===== config.mk =====
export PLATFORM = sky130hd
export DESIGN_NAME = bsg_dmc_burst_master
export DESIGN_NICKNAME = d
export VERILOG_FILES = /design/src/rtl/bsg_dmc_burst_master.sv
export SDC_FILE = /design/constraint.sdc
export NUM_CORES = 1
export LEC_CHECK = 0
export CAP_MARGIN = 30
export CORE_AREA = 2 2 163 165
export DETAILED_ROUTE_END_ITERATION = 8
export DIE_AREA = 0 0 165 167
export DONT_BUFFER_PORTS = 1
export PLACE_DENSITY_LB_ADDON = 0.2
export SYNTH_ARGS = -nofsm -noshare
export SYNTH_HDL_FRONTEND = slang
export SYNTH_SLANG_ARGS = --single-unit

===== constraint.sdc =====
create_clock -name ui_clk_i -period 12.98 [get_ports ui_clk_i]
set_input_delay 2.596 -clock ui_clk_i [delete_from_list [all_inputs] [get_ports ui_clk_i]]
set_output_delay 2.596 -clock ui_clk_i [all_outputs]
set_load 0.01 [all_outputs]

===== src/rtl/bsg_dmc_burst_master.sv =====
// bsg_dmc_burst_master
// Splits one cache-line request into DMC UI beats. A write line is streamed
// over the write-data FIFO and then followed by a single WRITE command. A read
// line is requested with one READ command, and the returned beats are
// gathered into a line buffer that is then offered on the response port.
// Optional feature: define BSG_DMC_BURST_MASTER_TIMEOUT_EN to add a read-data
// watchdog and the sticky timeout_o output.
module bsg_dmc_burst_master #(
    parameter int ui_addr_width_p    = 28,
    parameter int ui_data_width_p    = 32,
    parameter int burst_data_width_p = 128,
    parameter int timeout_cycles_p   = 1024
) (
    input  logic                            ui_clk_i,
    input  logic                            ui_rst_n_i,

    input  logic                            req_v_i,
    output logic                            req_ready_o,
    input  logic                            req_write_i,
    input  logic [ui_addr_width_p-1:0]      req_addr_i,
    input  logic [burst_data_width_p-1:0]   req_data_i,
    input  logic [burst_data_width_p/8-1:0] req_mask_i,

    output logic                            resp_v_o,
    input  logic                            resp_yumi_i,
    output logic [burst_data_width_p-1:0]   resp_data_o,

    output logic [ui_addr_width_p-1:0]      app_addr_o,
    output logic [2:0]                      app_cmd_o,
    output logic                            app_en_o,
    input  logic                            app_rdy_i,
    output logic                            app_wdf_wren_o,
    output logic [ui_data_width_p-1:0]      app_wdf_data_o,
    output logic [ui_data_width_p/8-1:0]    app_wdf_mask_o,
    output logic                            app_wdf_end_o,
    input  logic                            app_wdf_rdy_i,
    input  logic                            app_rd_data_valid_i,
    input  logic [ui_data_width_p-1:0]      app_rd_data_i,
    input  logic                            app_rd_data_end_i,

    output logic                            busy_o
`ifdef BSG_DMC_BURST_MASTER_TIMEOUT_EN
    ,
    output logic                            timeout_o
`endif
);

    localparam int beats_lp      = burst_data_width_p / ui_data_width_p;
    localparam int cnt_width_lp  = (beats_lp > 1) ? $clog2(beats_lp) : 1;
    localparam int mask_width_lp = ui_data_width_p / 8;

    localparam logic [cnt_width_lp-1:0] last_cnt_lp = cnt_width_lp'(beats_lp - 1);
    localparam logic [cnt_width_lp-1:0] cnt_one_lp  = cnt_width_lp'(1);

    // DMC UI command encoding
    localparam logic [2:0] cmd_write_lp = 3'b000;
    localparam logic [2:0] cmd_read_lp  = 3'b001;

    typedef enum logic [2:0] {
        IDLE    = 3'd0,
        WR_DATA = 3'd1,
        WR_CMD  = 3'd2,
        RD_CMD  = 3'd3,
        RD_DATA = 3'd4,
        RESP    = 3'd5
    } state_e;

    state_e                          state_reg, state_next;
    logic [cnt_width_lp-1:0]         cnt_reg, cnt_next;

    logic [ui_addr_width_p-1:0]      addr_reg;
    logic [burst_data_width_p-1:0]   data_reg;
    logic [burst_data_width_p/8-1:0] mask_reg;

    logic [ui_data_width_p-1:0]      wr_data_beats [beats_lp];
    logic [mask_width_lp-1:0]        wr_mask_beats [beats_lp];
    logic [ui_data_width_p-1:0]      rd_buf_reg    [beats_lp];
    logic                            rd_we;
    logic                            wd_expired;

    // Slice the captured write line into beats and assemble the read line
    genvar gi;
    generate
        for (gi = 0; gi < beats_lp; gi++) begin : g_beat
            assign wr_data_beats[gi] = data_reg[gi*ui_data_width_p +: ui_data_width_p];
            assign wr_mask_beats[gi] = mask_reg[gi*mask_width_lp +: mask_width_lp];
            assign resp_data_o[gi*ui_data_width_p +: ui_data_width_p] = rd_buf_reg[gi];
        end
    endgenerate

    assign app_addr_o     = addr_reg;
    assign app_wdf_data_o = wr_data_beats[cnt_reg];
    assign app_wdf_mask_o = wr_mask_beats[cnt_reg];
    assign busy_o         = (state_reg != IDLE);

`ifdef BSG_DMC_BURST_MASTER_TIMEOUT_EN
    localparam int wd_width_lp = $clog2(timeout_cycles_p + 1);

    logic [wd_width_lp-1:0] wd_reg, wd_next;
    logic                   timeout_reg;

    // The watchdog fires on the idle cycle that would complete the limit
    assign wd_expired = (state_reg == RD_DATA) && !app_rd_data_valid_i &&
                        (wd_reg == wd_width_lp'(timeout_cycles_p - 1));
    assign timeout_o  = timeout_reg;

    // Count consecutive RD_DATA cycles without a returned beat
    always_comb begin
        wd_next = '0;
        if (state_reg == RD_DATA && !app_rd_data_valid_i) begin
            wd_next = wd_reg + 1'b1;
        end
    end

    // Watchdog counter and sticky timeout flag
    always_ff @(posedge ui_clk_i or negedge ui_rst_n_i) begin
        if (!ui_rst_n_i) begin
            wd_reg      <= '0;
            timeout_reg <= 1'b0;
        end else begin
            wd_reg      <= wd_next;
            timeout_reg <= timeout_reg | wd_expired;
        end
    end
`else
    localparam int unused_timeout_cycles_lp = timeout_cycles_p;
    assign wd_expired = 1'b0;
`endif

    // State and beat counter
    always_ff @(posedge ui_clk_i or negedge ui_rst_n_i) begin
        if (!ui_rst_n_i) begin
            state_reg <= IDLE;
            cnt_reg   <= '0;
        end else begin
            state_reg <= state_next;
            cnt_reg   <= cnt_next;
        end
    end

    // Next-state and handshake outputs
    always_comb begin
        state_next     = state_reg;
        cnt_next       = cnt_reg;
        req_ready_o    = 1'b0;
        resp_v_o       = 1'b0;
        app_en_o       = 1'b0;
        app_cmd_o      = cmd_write_lp;
        app_wdf_wren_o = 1'b0;
        app_wdf_end_o  = 1'b0;
        rd_we          = 1'b0;
        case (state_reg)
            IDLE: begin
                req_ready_o = 1'b1;
                if (req_v_i) begin
                    cnt_next   = '0;
                    state_next = req_write_i ? WR_DATA : RD_CMD;
                end
            end
            WR_DATA: begin
                app_wdf_wren_o = 1'b1;
                app_wdf_end_o  = (cnt_reg == last_cnt_lp);
                if (app_wdf_rdy_i) begin
                    if (cnt_reg == last_cnt_lp) begin
                        cnt_next   = '0;
                        state_next = WR_CMD;
                    end else begin
                        cnt_next = cnt_reg + cnt_one_lp;
                    end
                end
            end
            WR_CMD: begin
                app_en_o  = 1'b1;
                app_cmd_o = cmd_write_lp;
                if (app_rdy_i) begin
                    state_next = IDLE;
                end
            end
            RD_CMD: begin
                app_en_o  = 1'b1;
                app_cmd_o = cmd_read_lp;
                if (app_rdy_i) begin
                    cnt_next   = '0;
                    state_next = RD_DATA;
                end
            end
            RD_DATA: begin
                if (app_rd_data_valid_i) begin
                    rd_we    = 1'b1;
                    cnt_next = cnt_reg + cnt_one_lp;
                    if (cnt_reg == last_cnt_lp || app_rd_data_end_i) begin
                        state_next = RESP;
                    end
                end else if (wd_expired) begin
                    state_next = RESP;
                end
            end
            RESP: begin
                resp_v_o = 1'b1;
                if (resp_yumi_i) begin
                    state_next = IDLE;
                end
            end
            default: state_next = IDLE;
        endcase
    end

    // Request capture; datapath registers carry no reset
    always_ff @(posedge ui_clk_i) begin
        if (req_v_i && req_ready_o) begin
            addr_reg <= req_addr_i;
            data_reg <= req_data_i;
            mask_reg <= req_mask_i;
        end
    end

    // Read line buffer; slices not returned keep their old contents
    always_ff @(posedge ui_clk_i) begin
        if (rd_we) begin
            rd_buf_reg[cnt_reg] <= app_rd_data_i;
        end
    end

endmodule


== Word-level counts from Yosys, hierarchy flattened ==
Memory sizes are Yosys's and may differ from the RTL's.
Cells that the tools add are included.

* Add/sub/neg operators: 1
* Order comparisons: 1
* Equal/unequal tests: 14
* Muxes and demuxes: 32
* Bitwise operators: 1
* Reduce and logical (&&, ||, !) cells: 8

{| class="wikitable"
|+ Operators with widths
! operator !! number
|-
| binary-select mux 32 bit (select 2 bit) || 1
|-
| 2-to-1 mux 32 bit || 2
|-
| 2-to-1 mux 3 bit || 8
|-
| one-hot mux 3 bit (6 select lines) || 1
|-
| != test 2 bit, second input constant || 8
|-
| 2-to-1 mux 2 bit || 6
|-
| 2-to-1 mux 1 bit || 10
|-
| binary-select mux 4 bit (select 2 bit) || 1
|-
| 2-to-1 mux 4 bit || 2
|-
| one-hot mux 2 bit (4 select lines) || 1
|-
| AND reduction 8 bit || 1
|-
| equality test 3 x 2 -> 1 bit, second input constant || 2
|-
| equality test 3 bit, second input constant || 2
|-
| AND reduction 5 bit || 1
|-
| nonzero test 4 bit || 1
|-
| equality test 3 x 1 -> 1 bit, second input constant || 1
|-
| >= comparator 3 bit, second input constant || 1
|-
| logical NOT 3 bit || 1
|-
| inverter 2 -> 3 bit || 1
|-
| nonzero test 3 bit || 1
|-
| adder 2 x 1 -> 2 bit, second input constant || 1
|-
| equality test 2 bit, second input constant || 1
|-
| OR reduction 2 bit || 1
|-
| logical AND 1 bit || 1
|-
| logical OR 1 bit || 1
|}

* Bits in registers: 177
* RAM bits: 128
* Input port bits: 213
* Output and inout port bits: 201
* Word-level logic and storage cells: 63
* Memories kept: 1

{| class="wikitable"
|+ Memories
! memory !! words !! width !! rd ports !! clocked after memory_dff !! write ports !! RTL line !! source
|-
| rd_buf_reg || 4 || 32 || 4 || 0 || 1 || 77 || <nowiki>logic [ui_data_width_p-1:0] rd_buf_reg [beats_lp];</nowiki>
|}

== Longest topological paths before layout ==
Gate-level depths: netlist of run 1.

* Depth after elaboration: 5
* Depth in mapped cells: 7
* Gate-level depth less buffers: 5

== Worst setup path after synthesis of run 1 ==
No wires, ideal clock.

* Path type: in2reg
* From: input port req_v_i
* To: register addr_reg[0] (netlist: app_addr_o[0]), enable pin
* Library setup time: 0.552 ns
* Arrival time: 6.510 ns
* Required time: 12.428 ns
* Setup slack: 5.918 ns
* Stages: 1
* Path buffers: 0
* Path through: and2_1

* Word-level cells in the longest chain between the ends: 1

{| class="wikitable"
|+ Ends and longest elaborated chain
! what !! RTL line !! source
|-
| start: declaration || 17 || <nowiki>input logic req_v_i,</nowiki>
|-
| logical AND 1 bit || 210 || <nowiki>if (req_v_i && req_ready_o) begin</nowiki>
|-
| end signal: assignment || 211 || <nowiki>addr_reg <= req_addr_i;</nowiki>
|-
| end: declaration || 71 || <nowiki>logic [ui_addr_width_p-1:0] addr_reg;</nowiki>
|}

Every way passes these cells.
A chain may end at the register's enable or synchronous reset.

== Worst setup path after layout of run 1 ==
* From: register cnt_reg[0]
* To: output port app_wdf_data_o[0]

* Word-level cells in the longest chain between the ends: 4

{| class="wikitable"
|+ Ends and longest elaborated chain
! what !! RTL line !! source
|-
| start: declaration || 69 || <nowiki>logic [cnt_width_lp-1:0] cnt_reg, cnt_next;</nowiki>
|-
| start signal: assignment || 137 || <nowiki>cnt_reg <= cnt_next;</nowiki>
|-
| inverter 2 -> 3 bit (implied by the code) || 92 || <nowiki>assign app_wdf_data_o = wr_data_beats[cnt_reg];</nowiki>
|-
| binary-select mux 32 bit (select 2 bit) || 92 ||
|-
| 2-to-1 mux 32 bit (implied by the code) (2 in a row) || 92 ||
|-
| end: declaration || 33 || <nowiki>output logic [ui_data_width_p-1:0] app_wdf_data_o,</nowiki>
|}

Every way passes these cells. The select of a mux whose other input is x is not followed.

==> impl_metrics.prom, run 1 <==
# TYPE chip_impl_metric gauge
chip_impl_info{name="run_status",value="complete, no violations"} 1
chip_impl_metric{name="finalCoreUtilization",unit="%"} 45.54
chip_impl_metric{name="share_of_synthesized_area_occupied_by_flip_flops_and_latches",unit="%"} 88.10
chip_impl_metric{name="drt_iter0_markers",unit=""} 412
chip_impl_metric{name="synth_cells",unit=""} 402
chip_impl_metric{name="antenna_found_initial",unit=""} 7
chip_impl_metric{name="maximum_number_of_pins_on_one_net_before_global_route_repair",unit=""} 81
chip_impl_metric{name="timing_worst_slew_pin_value",unit="ns"} 0.7944
chip_impl_metric{name="power_per_cell_area",unit="nW/um^2"} 212.7
chip_impl_info{name="netlist_top_cells_count",value="300 x edfxtp_1, 36 x mux4_2, 8 x buf_2"} 1
chip_impl_metric{name="yosys_warnings",unit=""} 0
chip_impl_metric{name="post_route_cells_drive_above_1_share",unit="%"} 20.62
chip_impl_info{name="synth_most_common_cell",value="edfxtp_1"} 1
chip_impl_metric{name="worst-endpoint-required",unit="ns"} 10.38
chip_impl_metric{name="intPower",unit="mW"} 1.861
chip_impl_metric{name="finalWorstPathRequiredPeriod",unit="ns"} 4.799
chip_impl_metric{name="p_total",unit="mW"} 2.496
chip_impl_metric{name="switching_share",unit="%"} 25.45
chip_impl_metric{name="final_global_route_overflow_total",unit=""} 0
chip_impl_metric{name="cts.repair_timing.setup_buffer_count",unit=""} 0
chip_impl_metric{name="clock_tree.htree_level_count",unit=""} 1
chip_impl_info{name="crit_slowest_cell",value="mux4_2"} 1
chip_impl_metric{name="synth-edff-count",unit=""} 300
chip_impl_metric{name="slew_viol_final",unit=""} 0
chip_impl_info{name="synth_top_cells_by_area",value="edfxtp_1 87%, mux4_2 7.8%, dfrtp_1 1.2%"} 1
chip_impl_metric{name="cts_buffers",unit=""} 29
chip_impl_info{name="hold_path.class",value="reg2reg"} 1
chip_impl_metric{name="asyncSetResetFlopFracSynth",unit="%"} 1.639
chip_impl_info{name="crit_type",value="reg2out"} 1
chip_impl_metric{name="vias_per_cell",unit=""} 5.260
chip_impl_metric{name="maxCapViolations",unit=""} 0
chip_impl_metric{name="floorplan.core_area",unit="um^2"} 25760
chip_impl_metric{name="start_util",unit="%"} 40.24
chip_impl_info{name="critical_path.startpoint_type",value="register"} 1
chip_impl_metric{name="setup-tns-final",unit="ns"} 0
chip_impl_metric{name="nets",unit=""} 648
chip_impl_metric{name="tritoncts_num_sinks",unit=""} 305
chip_impl_info{name="synth_flop_cell",value="edfxtp_1"} 1
chip_impl_metric{name="cts_hold_buffers",unit=""} 0
chip_impl_info{name="timing.critical_path.cells",value="buf_4 > mux4_2"} 1
chip_impl_metric{name="whs",unit="ns"} 0.7127
chip_impl_metric{name="cts.repair.resized",unit=""} 0
chip_impl_metric{name="period_share",unit="%"} 36.97
chip_impl_metric{name="finalClockSkew",unit="ns"} 0.009581
chip_impl_info{name="critPathTopFamily",value="multiplexers"} 1
chip_impl_metric{name="fp.dieArea",unit="um^2"} 27560
chip_impl_info{name="clockRootBuffer",value="clkbuf_16"} 1
chip_impl_metric{name="clock_power_share",unit="%"} 31.3
chip_impl_metric{name="dr_total_vias",unit=""} 4145
chip_impl_metric{name="synth_area",unit="um^2"} 10370
chip_impl_info{name="end_kind",value="output port"} 1
chip_impl_metric{name="timing.critical_path.buf_inv",unit=""} 1
chip_impl_metric{name="floorplan.io_pins",unit=""} 414
chip_impl_metric{name="dieWidth",unit="um"} 165
chip_impl_metric{name="area_delta_synth_final",unit="%"} 13.18
chip_impl_metric{name="drtAntennaViolNets",unit=""} 0
chip_impl_metric{name="die_h",unit="um"} 167
chip_impl_metric{name="wire_length_of_the_first_global_routing_pass",unit="mm"} 29.19
chip_impl_info{name="cts_tree",value="done"} 1
chip_impl_metric{name="critPathArrivalTime",unit="ns"} 2.20
chip_impl_metric{name="cp_max_fo",unit=""} 41
chip_impl_metric{name="vdd.ir_drop.worst",unit="uV"} 118.4
chip_impl_metric{name="net_sw_power",unit="uW"} 635.4
chip_impl_metric{name="p_leak",unit="nW"} 3.664
chip_impl_metric{name="drt-total-wl",unit="mm"} 21.09
chip_impl_metric{name="finalHoldViolCount",unit=""} 0
chip_impl_metric{name="clock_insertion_delay_worst_skew",unit="ns"} 0.52
chip_impl_metric{name="hpwl",unit="mm"} 15.07
chip_impl_metric{name="clock_transition_time_at_the_flip_flop_clock_pins_of_the_worst_setup_and_hold_paths",unit="ns"} 0.06
chip_impl_metric{name="achievable-frequency",unit="MHz"} 208.4
chip_impl_metric{name="cpPeakStageDelay",unit="ns"} 0.70
chip_impl_metric{name="combPwrFrac",unit="%"} 15.6
chip_impl_metric{name="total_routing_usage_reported_by_global_routing",unit="%"} 14.60
chip_impl_metric{name="route.detailed.wl_per_inst",unit="um"} 26.76
chip_impl_metric{name="buffer_ports.inserted",unit=""} 0
chip_impl_metric{name="power.sequential.fraction",unit="%"} 53.1
chip_impl_metric{name="drtPass1Iterations",unit=""} 4
chip_impl_info{name="synth_area_leader_cell",value="edfxtp_1"} 1
chip_impl_metric{name="first_global_vias",unit=""} 4268
chip_impl_metric{name="post-route-drc-count",unit=""} 0
chip_impl_metric{name="routability_driven_placement_congestion_ratio",unit=""} 0.7724
chip_impl_metric{name="ctsLongestPathBuffers",unit=""} 3
chip_impl_metric{name="synth.distinct_cells",unit=""} 32
chip_impl_info{name="unrepaired_setup_endpoints_after_global_routing",value="no"} 1
chip_impl_metric{name="yosysTopAreaCellShare",unit="%"} 86.89
chip_impl_metric{name="setup_violations",unit=""} 0
chip_impl_metric{name="num_rows",unit=""} 59
chip_impl_metric{name="synthesis.area_per_instance",unit="um^2"} 25.79
chip_impl_metric{name="relSlewSlack",unit="%"} 47.04
chip_impl_metric{name="synth_seq_cells",unit=""} 305
-- stage by stage --
step	instance area [um^2]	instances	worst slack [ns]
finish	11730	788	8.181
global route	11730	788	8.003
CTS	11700	785	8.052
detailed placement	10820	734	8.624
global placement	10770	732	8.139
floorplan	10370	403	5.918
-- worst register-to-register path: stages (launching register included) --
cell and delay, ns:
dfrtp_1 0.52, nor3_1 0.61, and2_4 0.25, buf_4 0.26, buf_4 0.22, buf_16 0.33
-- layer usage --
metal / GRT usage (%) / vias up / share of wire (%)
li1: - / 1724 / -
met4: 4.310 / 4 / 2.2
met3: 6.725 / 41 / 12
met5: 0 / - / 0.13
met1: 15.08 / 2061 / 33
met2: 26.20 / 315 / 53
-- placed cells by master (no fill, tap or decap), types with 4 or more instances in the layout --
| cell type | netlist | routed |
|---|---|---|
| and2_1 | 6 | 5 |
| buf_4 | 4 | 7 |
| clkbuf_1 | 1 | 6 |
| clkbuf_16 | 0 | 29 |
| clkinv_1 | 0 | 7 |
| clkinv_2 | 0 | 4 |
| edfxtp_1 | 300 | 300 |
| ha_1 | 4 | 4 |
| mux4_2 | 36 | 36 |
| nor2_1 | 4 | 4 |
-- cells by family (layout without fill, tap and decap cells) --
kind of cell | Yosys count | count (layout) | share of synthesized area, %
fa+ha+maj | 4 | 4 | 0.4828
compound gates | 10 | 10 | 0.8328
buf+inv | 18 | 66 | 0.8931
mux | 41 | 41 | 8.339
simple gates | 23 | 23 | 1.316
other cells | 1 | 4 | 0.03617
flops | 305 | 305 | 88.10
-- worst paths after layout --
kind | startpoint | endpoint | slack (ns) | cells past startpoint
max in group asynchronous | ui_rst_n_i | cnt_reg[0] | 11.14 | 0
min in group asynchronous | ui_rst_n_i | state_reg[0] | 1.76 | 0
min reg2reg | state_reg[2] | state_reg[1] | 0.71 | 1
min | state_reg[2] | state_reg[1] | 0.71 | 1
max reg2reg | state_reg[1] | data_reg[0] | 10.42 | 5
max | cnt_reg[0] | app_wdf_data_o[0] | 8.18 | 2
-- power by group through the flow --
stage	Combinational [mW]	Clock (mW)	Sequential [mW]
final	0.391	0.781	1.32
after global routing	0.425	0.846	1.34
after CTS	0.399	0.801	1.33
after global placement	0.362	0	1.36
after floorplan	0.317	0	1.34
after detailed placement	0.396	0	1.35
-- area by class of cell --
| class | count | area [um^2] |
|---|---|---|
| fillers | 2066 | 14030 |
| inverters | 5 | 18.77 |
| multi-input cells | 80 | 1147 |
| flip-flops and latches | 305 | 9136 |
| clock buffers | 35 | 748.2 |
| well taps | 335 | 419.2 |
| clock inverters | 16 | 131.4 |
| diodes | 2 | 5.005 |
| repair buffers | 10 | 127.6 |
Power figures use the tool's default switching activity.
==> run 2: changes to the inputs <==
- clock period: 12.98 -> 4.23 ns (I/O delays scaled with it)
==> impl_metrics.prom, run 2 (same netlist as run 1, synthesis figures left out) <==
# TYPE chip_impl_metric gauge
chip_impl_metric{name="timing_worst_slew_pin_value",unit="ns"} 0.6317
chip_impl_info{name="layout_common_cells",value="300 x edfxtp_1, 36 x mux4_2, 29 x clkbuf_16, 9 x clkinv_1, 7 x bufinv_16"} 1
chip_impl_info{name="timing.critical_path.cells",value="buf_12 > buf_4 > mux4_2"} 1
chip_impl_metric{name="post_route_cells_drive_above_1_share",unit="%"} 21.37
chip_impl_metric{name="cts.repair_timing.setup_buffer_count",unit=""} 0
chip_impl_metric{name="floorplan.io_pins",unit=""} 414
chip_impl_metric{name="global_route.usage.met2",unit="%"} 25.83
chip_impl_metric{name="first_global_vias",unit=""} 4418
chip_impl_metric{name="setup_violations",unit=""} 0
chip_impl_metric{name="total_routing_usage_reported_by_global_routing",unit="%"} 14.54
chip_impl_metric{name="cts.repair.resized",unit=""} 0
chip_impl_metric{name="floorplan.core_area",unit="um^2"} 25760
chip_impl_metric{name="placed_cells",unit=""} 734
chip_impl_metric{name="die_h",unit="um"} 167
chip_impl_metric{name="clock_insertion_delay_worst_skew",unit="ns"} 0.54
chip_impl_metric{name="multiInputGateArea",unit="um^2"} 1147
chip_impl_metric{name="use_met3",unit="%"} 7.621
chip_impl_metric{name="worst-endpoint-required",unit="ns"} 3.38
chip_impl_metric{name="p_leak",unit="nW"} 3.730
chip_impl_metric{name="post-route-drc-count",unit=""} 0
chip_impl_metric{name="ctsLongestPathBuffers",unit=""} 3
chip_impl_metric{name="vdd.ir_drop.worst",unit="uV"} 475.1
chip_impl_metric{name="use_met1",unit="%"} 14.72
chip_impl_info{name="clockRootBuffer",value="clkbuf_16"} 1
chip_impl_metric{name="num_rows",unit=""} 59
chip_impl_metric{name="cts_hold_buffers",unit=""} 1
chip_impl_metric{name="fp.dieArea",unit="um^2"} 27560
chip_impl_metric{name="setup-tns-final",unit="ns"} 0
chip_impl_metric{name="p_total",unit="mW"} 7.979
chip_impl_metric{name="tritoncts_num_sinks",unit=""} 305
chip_impl_metric{name="dr_total_vias",unit=""} 4169
chip_impl_metric{name="regArea",unit="um^2"} 9136
chip_impl_info{name="cts_tree",value="done"} 1
chip_impl_metric{name="route.detailed.wl_per_inst",unit="um"} 26.23
chip_impl_metric{name="finalWorstPathRequiredPeriod",unit="ns"} 2.900
chip_impl_metric{name="nets",unit=""} 649
chip_impl_metric{name="antenna_found_initial",unit=""} 6
chip_impl_info{name="critical_path.startpoint_type",value="register"} 1
chip_impl_metric{name="final_global_route_overflow_total",unit=""} 0
chip_impl_metric{name="area_delta_synth_final",unit="%"} 14.54
chip_impl_metric{name="drtAntennaViolNets",unit=""} 0
chip_impl_metric{name="maximum_number_of_pins_on_one_net_before_global_route_repair",unit=""} 67
chip_impl_metric{name="hpwl",unit="mm"} 14.89
chip_impl_metric{name="cpPeakStageDelay",unit="ns"} 0.57
chip_impl_metric{name="timing.final.ws_setup",unit="ns"} 1.330
chip_impl_info{name="layout_commonest_cell",value="edfxtp_1"} 1
chip_impl_metric{name="vias_per_cell",unit=""} 5.271
chip_impl_info{name="crit_type",value="reg2out"} 1
chip_impl_info{name="run_status",value="complete, no violations"} 1
chip_impl_metric{name="cts_buffers",unit=""} 29
chip_impl_metric{name="wire_length_of_the_first_global_routing_pass",unit="mm"} 29.28
chip_impl_metric{name="start_util",unit="%"} 40.24
chip_impl_metric{name="maxCapViolations",unit=""} 0
chip_impl_metric{name="buffer_ports.inserted",unit=""} 0
chip_impl_metric{name="slew_viol_final",unit=""} 0
chip_impl_metric{name="critPathArrivalTime",unit="ns"} 2.05
chip_impl_info{name="hold_path.class",value="in2reg"} 1
chip_impl_metric{name="post_layout_instance_count_excluding_filler_cells",unit=""} 791
chip_impl_metric{name="cp_max_fo",unit=""} 23
chip_impl_info{name="grt.busiest_layer",value="met2"} 1
chip_impl_metric{name="relSlewSlack",unit="%"} 57.56
chip_impl_info{name="unrepaired_setup_endpoints_after_global_routing",value="no"} 1
chip_impl_info{name="crit_slowest_cell",value="mux4_2"} 1
chip_impl_metric{name="dp_slack",unit="ns"} 1.602
chip_impl_metric{name="clock_transition_time_at_the_flip_flop_clock_pins_of_the_worst_setup_and_hold_paths",unit="ns"} 0.06
chip_impl_metric{name="routability_driven_placement_congestion_ratio",unit=""} 0.7871
chip_impl_info{name="end_kind",value="output port"} 1
chip_impl_metric{name="drt-total-wl",unit="mm"} 20.75
chip_impl_metric{name="power_per_cell_area",unit="nW/um^2"} 671.9
chip_impl_metric{name="dieWidth",unit="um"} 165
chip_impl_metric{name="achievable-frequency",unit="MHz"} 344.8
chip_impl_metric{name="period_share",unit="%"} 68.55
chip_impl_metric{name="finalClockSkew",unit="ns"} 0.01967
chip_impl_metric{name="clock_tree.htree_level_count",unit=""} 1
chip_impl_metric{name="drtPass1Iterations",unit=""} 4
chip_impl_metric{name="finalHoldViolCount",unit=""} 0
chip_impl_metric{name="nFillCells",unit=""} 2057
chip_impl_metric{name="drt_iter0_markers",unit=""} 517
[run 2: cell count changes in the layout (fill, tap and decap cells not counted), sizes merged]
cell / previous run / this run
clkinv: 11 / 13
bufinv: 2 / 7
clkbuf: 35 / 31
inv: 7 / 6
dlygate4sd3: 0 / 1
[run 2: critical path: cells and delay by family, from the launching register on]
| family | cells | cell delay (ns) |
|---|---|---|
| multiplexers | 1 | 0.57 |
| flip-flops | 1 | 0.48 |
| buffers and inverters | 2 | 0.45 |
[run 2: per-layer routing]
layer  part of all wire (%)  wire length [um]
met5                   0.16                34
met4                    1.6               327
met3                     14              2891
met2                     53             10920
met1                     32              6579
[run 2: per-stage QoR]
stage                     hold WS (ns)  util (%)  cell area (um^2)
final                           0.3950     46.09             11880
after global routing            0.3550     46.09             11880
after CTS                       0.3564     46.00             11850
after detailed placement        0.5508     42.02             10830
after global placement          0.5508     41.95             10810
after floorplan                 0.5504         -             10370
[run 2: layout make-up]
class | instances | area share, %
diodes | 2 | 0.04215
clock buffers | 31 | 6.174
clock inverters | 22 | 2.360
inverters | 5 | 0.1580
multi-input cells | 80 | 9.662
flip-flops and latches | 305 | 76.94
well taps | 335 | 3.530
repair buffers | 11 | 1.138
[run 2: worst paths after layout]
path | startpoint | endpoint | slack [ns] | depth (start not counted)
worst max-delay path | cnt_reg[0] | app_wdf_mask_o[2] | 1.33 | 3
worst min-delay path | req_data_i[113] | data_reg[113] | 0.40 | 0
worst max register to register | state_reg[1] | data_reg[80] | 1.68 | 3
worst min register to register | cnt_reg[1] | cnt_reg[1] | 0.59 | 1
max in group asynchronous | ui_rst_n_i | cnt_reg[0] | 3.42 | 1
min in group asynchronous | ui_rst_n_i | state_reg[2] | 0.60 | 1
[run 2: where the power goes]
group,internal [mW],switching [mW],total (mW)
clock network,1.67,1.03,2.70
registers,3.86,0.214,4.07
logic,0.484,0.724,1.21
total,6.01,1.97,7.98
==> run 3: changes to the inputs <==
- clock period: 4.23 -> 2.9 ns (I/O delays scaled with it)
==> impl_metrics.prom, run 3 (same netlist as run 1, synthesis figures left out) <==
# TYPE chip_impl_metric gauge
chip_impl_info{name="run_status",value="complete, no violations"} 1
chip_impl_info{name="timing.critical_path.cells",value="buf_4 > mux4_2"} 1
chip_impl_metric{name="clock_tree.htree_level_count",unit=""} 1
chip_impl_metric{name="post-route-drc-count",unit=""} 0
chip_impl_metric{name="power.sequential.fraction",unit="%"} 53.6
chip_impl_metric{name="timing.critical_path.buf_inv",unit=""} 1
chip_impl_info{name="crit_type",value="reg2out"} 1
chip_impl_metric{name="dr_total_vias",unit=""} 4152
chip_impl_info{name="unrepaired_setup_endpoints_after_global_routing",value="no"} 1
chip_impl_metric{name="timing.reg2reg.setup_slack",unit="ns"} 0.69
chip_impl_metric{name="antenna_found_initial",unit=""} 6
chip_impl_metric{name="maximum_number_of_pins_on_one_net_before_global_route_repair",unit=""} 64
chip_impl_metric{name="floorplan.io_pins",unit=""} 414
chip_impl_metric{name="clock_insertion_delay_worst_skew",unit="ns"} 0.54
chip_impl_metric{name="intPower",unit="mW"} 8.351
chip_impl_metric{name="tritoncts_num_sinks",unit=""} 305
chip_impl_info{name="layout_common_cells",value="300 x edfxtp_1, 36 x mux4_2, 29 x clkbuf_16, 8 x buf_4, 7 x clkinv_1"} 1
chip_impl_metric{name="timing.final.ws_setup",unit="ns"} 0.1749
chip_impl_metric{name="dp_slack",unit="ns"} 0.6795
chip_impl_metric{name="nets",unit=""} 651
chip_impl_metric{name="drtPass1Iterations",unit=""} 7
chip_impl_metric{name="total_routing_usage_reported_by_global_routing",unit="%"} 14.47
chip_impl_metric{name="first_global_vias",unit=""} 4471
chip_impl_metric{name="die_h",unit="um"} 167
chip_impl_metric{name="clock_power_share",unit="%"} 31.3
chip_impl_metric{name="wire_length_of_the_first_global_routing_pass",unit="mm"} 29.17
chip_impl_metric{name="cts.repair.resized",unit=""} 0
chip_impl_metric{name="hpwl",unit="mm"} 14.99
chip_impl_metric{name="achievable-frequency",unit="MHz"} 367.0
chip_impl_metric{name="dieWidth",unit="um"} 165
chip_impl_metric{name="drtAntennaViolNets",unit=""} 0
chip_impl_metric{name="critPathArrivalTime",unit="ns"} 2.15
chip_impl_metric{name="p_leak",unit="nW"} 3.687
chip_impl_info{name="clockRootBuffer",value="clkbuf_16"} 1
chip_impl_metric{name="drt-total-wl",unit="mm"} 20.78
chip_impl_metric{name="cpPeakStageDelay",unit="ns"} 0.88
chip_impl_metric{name="setup_violations",unit=""} 0
chip_impl_metric{name="drt_iter0_markers",unit=""} 473
chip_impl_info{name="critPathTopFamily",value="flip-flops"} 1
chip_impl_metric{name="route.detailed.wl_per_inst",unit="um"} 26.20
chip_impl_metric{name="setup-tns-final",unit="ns"} 0
chip_impl_metric{name="fp.dieArea",unit="um^2"} 27560
chip_impl_metric{name="vias_per_cell",unit=""} 5.236
chip_impl_metric{name="ctsLongestPathBuffers",unit=""} 3
chip_impl_metric{name="switching_share",unit="%"} 25.59
chip_impl_info{name="end_kind",value="output port"} 1
chip_impl_metric{name="finalCoreUtilization",unit="%"} 45.67
chip_impl_metric{name="combPwrFrac",unit="%"} 15.1
chip_impl_metric{name="routability_driven_placement_congestion_ratio",unit=""} 0.7938
chip_impl_info{name="hold_path.class",value="in2reg"} 1
chip_impl_metric{name="area_delta_synth_final",unit="%"} 13.49
chip_impl_metric{name="relSlewSlack",unit="%"} 47.52
chip_impl_metric{name="cp_max_fo",unit=""} 30
chip_impl_metric{name="post_route_cells_drive_above_1_share",unit="%"} 21.32
chip_impl_metric{name="timing_worst_slew_pin_value",unit="ns"} 0.7873
chip_impl_metric{name="floorplan.core_area",unit="um^2"} 25760
chip_impl_metric{name="nFillCells",unit=""} 2070
chip_impl_metric{name="vdd.ir_drop.worst",unit="uV"} 655.3
chip_impl_metric{name="finalClockSkew",unit="ns"} 0.02305
chip_impl_metric{name="cts.repair_timing.setup_buffer_count",unit=""} 0
chip_impl_metric{name="final_cell_area",unit="um^2"} 11770
chip_impl_metric{name="period_share",unit="%"} 93.97
chip_impl_metric{name="slew_viol_final",unit=""} 0
chip_impl_info{name="crit_slowest_cell",value="dfrtp_2"} 1
chip_impl_metric{name="start_util",unit="%"} 40.24
chip_impl_metric{name="net_sw_power",unit="mW"} 2.872
chip_impl_metric{name="finalWorstPathRequiredPeriod",unit="ns"} 2.725
chip_impl_metric{name="worst-endpoint-required",unit="ns"} 2.32
chip_impl_info{name="critical_path.startpoint_type",value="register"} 1
chip_impl_metric{name="buffer_ports.inserted",unit=""} 0
chip_impl_metric{name="power_per_cell_area",unit="nW/um^2"} 953.8
chip_impl_metric{name="maxCapViolations",unit=""} 0
chip_impl_info{name="cts_tree",value="done"} 1
chip_impl_metric{name="final_global_route_overflow_total",unit=""} 0
chip_impl_info{name="layout_commonest_cell",value="edfxtp_1"} 1
chip_impl_metric{name="clock_transition_time_at_the_flip_flop_clock_pins_of_the_worst_setup_and_hold_paths",unit="ns"} 0.06
chip_impl_metric{name="whs",unit="ns"} 0.1271
chip_impl_metric{name="cts_buffers",unit=""} 29
chip_impl_metric{name="finalHoldViolCount",unit=""} 0
chip_impl_metric{name="placement.cell_area",unit="um^2"} 10860
chip_impl_metric{name="num_rows",unit=""} 59
-- run 3: cell count changes in the layout (fill, tap and decap cells not counted) --
cell        previous run  this run
clkbuf_1               2         5
buf_4                  6         8
clkinv_2               4         6
clkinvlp_4             1         0
inv_6                  1         3
bufinv_16              7         2
clkinv_1               9         7
diode_2                2         3
-- run 3: worst paths after layout --
kind                                 from                  to  cells past startpoint
min in group asynchronous      ui_rst_n_i        state_reg[2]                      1
hold reg to reg              state_reg[2]        state_reg[1]                      1
hold / removal             req_mask_i[14]        mask_reg[14]                      0
setup reg to reg               cnt_reg[1]   rd_buf_reg[3][15]                      3
setup / recovery               cnt_reg[1]  app_wdf_data_o[25]                      2
max in group asynchronous      ui_rst_n_i          cnt_reg[0]                      1
-- run 3: power by group through the flow --
stage	combinational, mW	clock, mW	sequential, mW
after floorplan	1.43	0	5.90
after global placement	1.72	0	6.10
after detailed placement	1.73	0	6.12
after CTS	1.74	3.61	6.03
after global routing	1.85	3.79	6.09
final	1.70	3.51	6.02
-- run 3: cell type report --
type,count,area (um^2),area share (%)
Tap cell,335,419.2,3.562
Inverter,5,18.77,0.1595
Clock buffer,34,744.5,6.327
Multi-Input combinational cell,80,1147,9.751
Sequential cell,305,9136,77.65
Clock inverter,18,142.6,1.212
Timing Repair Buffer,13,150.1,1.276
Antenna cell,3,7.507,0.06380
-- run 3: metal layers --
layer | GRT usage [%] | vias to the layer above | part of all wire (%)
li1 | - | 1722 | -
met4 | 5.293 | 4 | 3.0
met3 | 7.173 | 43 | 13
met2 | 25.27 | 325 | 51
met5 | 0 | - | 0.12
met1 | 14.78 | 2058 | 32
-- run 3: worst reg2reg max path: stages, from the launching register on --
cell and delay (ns):
dfrtp_2 0.88, ha_1 0.40, and2_1 0.15, buf_4 0.38
-- run 3: per-stage QoR --
step | cells | total power, mW
6_report | 793 | 11.22
5_1_grt | 793 | 11.73
4_1_cts | 790 | 11.39
3_5_place_dp | 737 | 7.847
3_3_place_gp | 737 | 7.816
2_1_floorplan | 403 | 7.325
-- run 3: what timing repair did --
action | CTS | global route
setup endpoints to repair | 0 | 0
hold buffers | 1 | 0
endpoints found under the hold margin | 5 | 0
